--- config.mk ---
export PLATFORM = sky130hd
export DESIGN_NAME = div34_serial_framer
export DESIGN_NICKNAME = d
export VERILOG_FILES = /design/src/rtl/div34_serial_framer.sv
export SDC_FILE = /design/constraint.sdc
export NUM_CORES = 1
export LEC_CHECK = 0
export ABC_AREA = 1
export CELL_PAD_IN_SITES_DETAIL_PLACEMENT = 0
export CELL_PAD_IN_SITES_GLOBAL_PLACEMENT = 1
export CORE_UTILIZATION = 34
export CTS_BUF_LIST = sky130_fd_sc_hd__clkbuf_8
export CTS_CLUSTER_DIAMETER = 50
export DETAILED_ROUTE_END_ITERATION = 6
export PLACE_DENSITY = 0.9
export SLEW_MARGIN = 20
export SYNTH_ARGS = -nofsm -noshare
export SYNTH_HDL_FRONTEND = slang
export SYNTH_SLANG_ARGS = --single-unit
--- constraint.sdc ---
create_clock -name clk -period 1.2 [get_ports clk]
set_input_delay 0.12 -clock clk [delete_from_list [all_inputs] [get_ports clk]]
set_output_delay 0.12 -clock clk [all_outputs]
set_load 0.01 [all_outputs]
--- src/rtl/div34_serial_framer.sv ---
// div34_serial_framer: assembles an MSB-first serial stream into 4-bit frames A..D with a registered
// divisible-by-3-or-4 flag. The divisible-frame hit counter is built only when DIV34_HITCNT_EN is defined.
module div34_serial_framer #(
    parameter int CNT_W = 8
) (
    input  logic             clk,
    input  logic             rst,
    input  logic             bit_in,
    input  logic             bit_vld,
    input  logic             frame_clr,
    output logic             A,
    output logic             B,
    output logic             C,
    output logic             D,
    output logic             nib_vld,
    output logic             div,
    output logic [CNT_W-1:0] hit_cnt
);
    typedef enum logic [1:0] {R0 = 2'd0, R1 = 2'd1, R2 = 2'd2} rem_t;

    rem_t       rem3;
    rem_t       rem3_nxt;
    rem_t       rem_step;
    logic [1:0] pos;
    // The fourth bit is never stored: it is consumed directly on the completing edge.
    logic [2:0] sr;
    logic       accept;
    logic       done;
    logic       div_new;

    assign accept  = bit_vld & ~frame_clr;
    assign done    = accept & (pos == 2'd3);
    assign div_new = (rem_step == R0) | (~sr[0] & ~bit_in);

    always_comb begin
        rem_step = R0;
        case (rem3)
            R0:      rem_step = bit_in ? R1 : R0;
            R1:      rem_step = bit_in ? R0 : R2;
            R2:      rem_step = bit_in ? R2 : R1;
            default: rem_step = R0;
        endcase
    end

    always_comb begin
        rem3_nxt = rem3;
        if (frame_clr)
            rem3_nxt = R0;
        else if (bit_vld)
            rem3_nxt = (pos == 2'd3) ? R0 : rem_step;
    end

    always_ff @(posedge clk or posedge rst) begin
        if (rst)
            rem3 <= R0;
        else
            rem3 <= rem3_nxt;
    end

    always_ff @(posedge clk or posedge rst) begin
        if (rst) begin
            pos     <= 2'd0;
            sr      <= 3'd0;
            A       <= 1'b0;
            B       <= 1'b0;
            C       <= 1'b0;
            D       <= 1'b0;
            div     <= 1'b0;
            nib_vld <= 1'b0;
        end else begin
            nib_vld <= done;
            if (frame_clr || done) begin
                pos <= 2'd0;
                sr  <= 3'd0;
            end else if (accept) begin
                pos <= pos + 2'd1;
                sr  <= {sr[1:0], bit_in};
            end
            if (done) begin
                {A, B, C, D} <= {sr, bit_in};
                div          <= div_new;
            end
        end
    end

`ifdef DIV34_HITCNT_EN
    always_ff @(posedge clk or posedge rst) begin
        if (rst)
            hit_cnt <= '0;
        else if (done && div_new && (hit_cnt != {CNT_W{1'b1}}))
            hit_cnt <= hit_cnt + CNT_W'(1);
    end
`else
    assign hit_cnt = '0;
`endif

endmodule
==> results.ini <==
[drt]
num_vias=444
drt_iter0_drc=2
wl_um=1028
avgViaCountPerCell=4.269
routedWlPerCell_um=9.885
antenna_left=0
drc=0
dr.pass1.iters=3

[layout]
drive_above_1_share_pct=12.50
antenna_cells=0
final_cells=104
area_delta_synth_final_pct=25.25
nets=87
fin_area_um2=769.5
fillers=163

[setup_path]
path_max_fanout=7
worstPathRequired_ps=1360
worstSetupPathType=reg2reg
cp_cell_sequence=ha_2 -> nand3b_1 -> buf_4 -> o22ai_1
reg2reg_slack_ps=110
cp-start-kind=register
critPathMaxStageDelay_ps=380
end_kind=register
cp.arrival_ps=1250
critPathSlowestCell=dfrtp_1

[floorplanning]
dieArea_um2=1981
io_pins=19
start_util_pct=38.54
fp.dieW_um=44.51
die_y_um=44.51
rows=14
core-area_um2=1594

[placed_design]
io_buffers=10
place.gp.congestion=0.7255
placed_area_um2=701.9
place.detailed.hpwl_um=730
dp.cells=98

[timing]
hold_slack_ps=201.0
setup_tns_ps=0
clock.fmax_mhz=916.0
finalCriticalPeriod_ps=1092
final-setup-viol-count=0
fin_worst_skew_ps=0.5835
finalHoldViolCount=0
rsz0062_at_grt=no
finalCritPeriodShare_pct=90.98
report.final.slew_viol_count=0

[power]
power.switching_mw=0.2487
intPower_mw=0.7554
sw_frac_of_total_pct=24.77
ir_drop_mv=0.5368
clockPowerShare_pct=37.7
p_leak_nw=0.4089
cellPowerDensity_nw_per_um2=1305
power_frac_comb_pct=14.4
seqPwrFrac_pct=47.9

[clocking]
clk_latency_ps=240
cts_sinks=13
hold_buffers=0
htreeDepth=1
numCtsBuffers=3
path_clk_slew_ps=50
clockBufferDepth=2
cts_tree=yes
cts_root_buf=clkbuf_8

[synth]
ys.flop_type=dfrtp_1
synthTopCellsByCount=dfrtp_1, inv_1, nand2_1
synthCells=66
ys_async_sr_fraction_pct=100.0
yosysTopAreaCellShare_pct=52.95
yosys.area.top_type=dfrtp_1
synthTopCellsByArea=dfrtp_1, buf_4, inv_1
yosysUniqueCellTypes=17
synth_edf_count=0
ys_ff_latch=13
yosys_warnings=0
seq_area_frac_synth_pct=52.95
synth_area_per_cell_um2=9.308
syn_area_um2=614.3

[flow_run]
max_cap_violations=0

[grt]
grt_pass1_wl_um=1704
grt-ovfl-total=0
grt_pass1_vias=413
grt_max_degree=14
antenna_found_initial=0
grtUsageTotal_pct=12.41

[status]
outcome=completed

[hold_path]
hold_path_class=in2async

==> worst max-delay path: cells and delay by family, from the launching register on <==
kind / cells / cell delay [ps]
flip-flops: 1 / 380
adder cells (fa/ha/maj): 1 / 180
buffers and inverters: 1 / 170
AND/OR/NAND/NOR: 1 / 150
AO/OA/AOI/OAI: 1 / 130
==> cell families (layout without fill, tap and decap cells) <==
logic type,after synthesis,in the layout,synth area share [%]
fa+ha+maj,1,1,2.036
buf+inv,23,30,20.37
simple gates,14,14,9.981
other cells,1,8,0.6104
mux,1,1,1.629
compound gates,13,13,12.42
flops,13,13,52.95
==> registers in the layout (all words and copies together) (netlist names) <==
signal and flops:
D 1, A 1, rem3 2, nib_vld 1, C 1, B 1, sr 3, pos 2
div 1
==> timing repair <==
| item | in CTS | in global routing |
|---|---|---|
| buffers inserted | 1 | 1 |
| pin swaps | 1 | 1 |
| gates resized for setup | 6 | 3 |
| endpoints found under the setup margin | 7 | 7 |
==> metrics by stage <==
| stage | power (mW) | utilization, % | setup slack [ps] |
|---|---|---|---|
| 2_1_floorplan | 0.5948 | - | 111.2 |
| 3_3_place_gp | 0.6311 | 44.03 | 24.19 |
| 3_5_place_dp | 0.6353 | 44.03 | -4.649 |
| 4_1_cts | 1.016 | 46.86 | 11.53 |
| 5_1_grt | 1.063 | 48.27 | 48.88 |
| 6_report | 1.004 | 48.27 | 108.3 |
==> area by class of cell <==
| class | instances | area, µm² | share of cell area (%) |
|---|---|---|---|
| clock inverter | 1 | 3.754 | 0.4878 |
| sequential | 13 | 325.3 | 42.28 |
| multi-input combinational | 37 | 205.2 | 26.67 |
| clock buffer | 3 | 41.29 | 5.366 |
| inverter | 13 | 48.80 | 6.341 |
| timing repair buffer | 13 | 115.1 | 14.96 |
| tap | 24 | 30.03 | 3.902 |
==> layer usage <==
metal  vias to the layer above  global-route usage [%]  wire length, µm  part of all wire [%]
li1                        219                       -                -                     -
met1                       209                   12.79              479                    47
met2                        16                   22.06              501                    49
met3                         0                   4.898               46                   4.5
met4                         0                   5.455                0                     0
met5                         -                       0                0                     0
==> layout by cell type (no fill, tap or decap), drive strengths merged, types with 2 or more instances in the layout <==
| master | synthesis | final |
|---|---|---|
| nand3 | 2 | 2 |
| clkdlybuf4s50 | 0 | 4 |
| clkbuf | 0 | 3 |
| dlygate4sd2 | 0 | 6 |
| o21ai | 5 | 5 |
| dfrtp | 13 | 13 |
| conb | 1 | 8 |
| a21oi | 2 | 2 |
| buf | 10 | 3 |
| inv | 13 | 14 |
| o22ai | 6 | 6 |
| nand2 | 10 | 10 |
==> power by group through the flow <==
| stage | clock [mW] | sequential, mW | combinational, mW |
|---|---|---|---|
| after floorplan | 0 | 0.496 | 0.0985 |
| after global placement | 0 | 0.489 | 0.142 |
| after detailed placement | 0 | 0.490 | 0.145 |
| after CTS | 0.395 | 0.481 | 0.139 |
| after global routing | 0.414 | 0.485 | 0.164 |
| final | 0.378 | 0.481 | 0.145 |
==> worst paths after layout <==
kind	start	end	cells after the start
max	pos[1]	rem3[0]	4
min	rst	nib_vld	2
max reg2reg	pos[1]	rem3[0]	4
min reg2reg	B	B	2
max in group asynchronous	rst	rem3[1]	2
min in group clk	B	B	2
(Power assumes the default switching activity.)
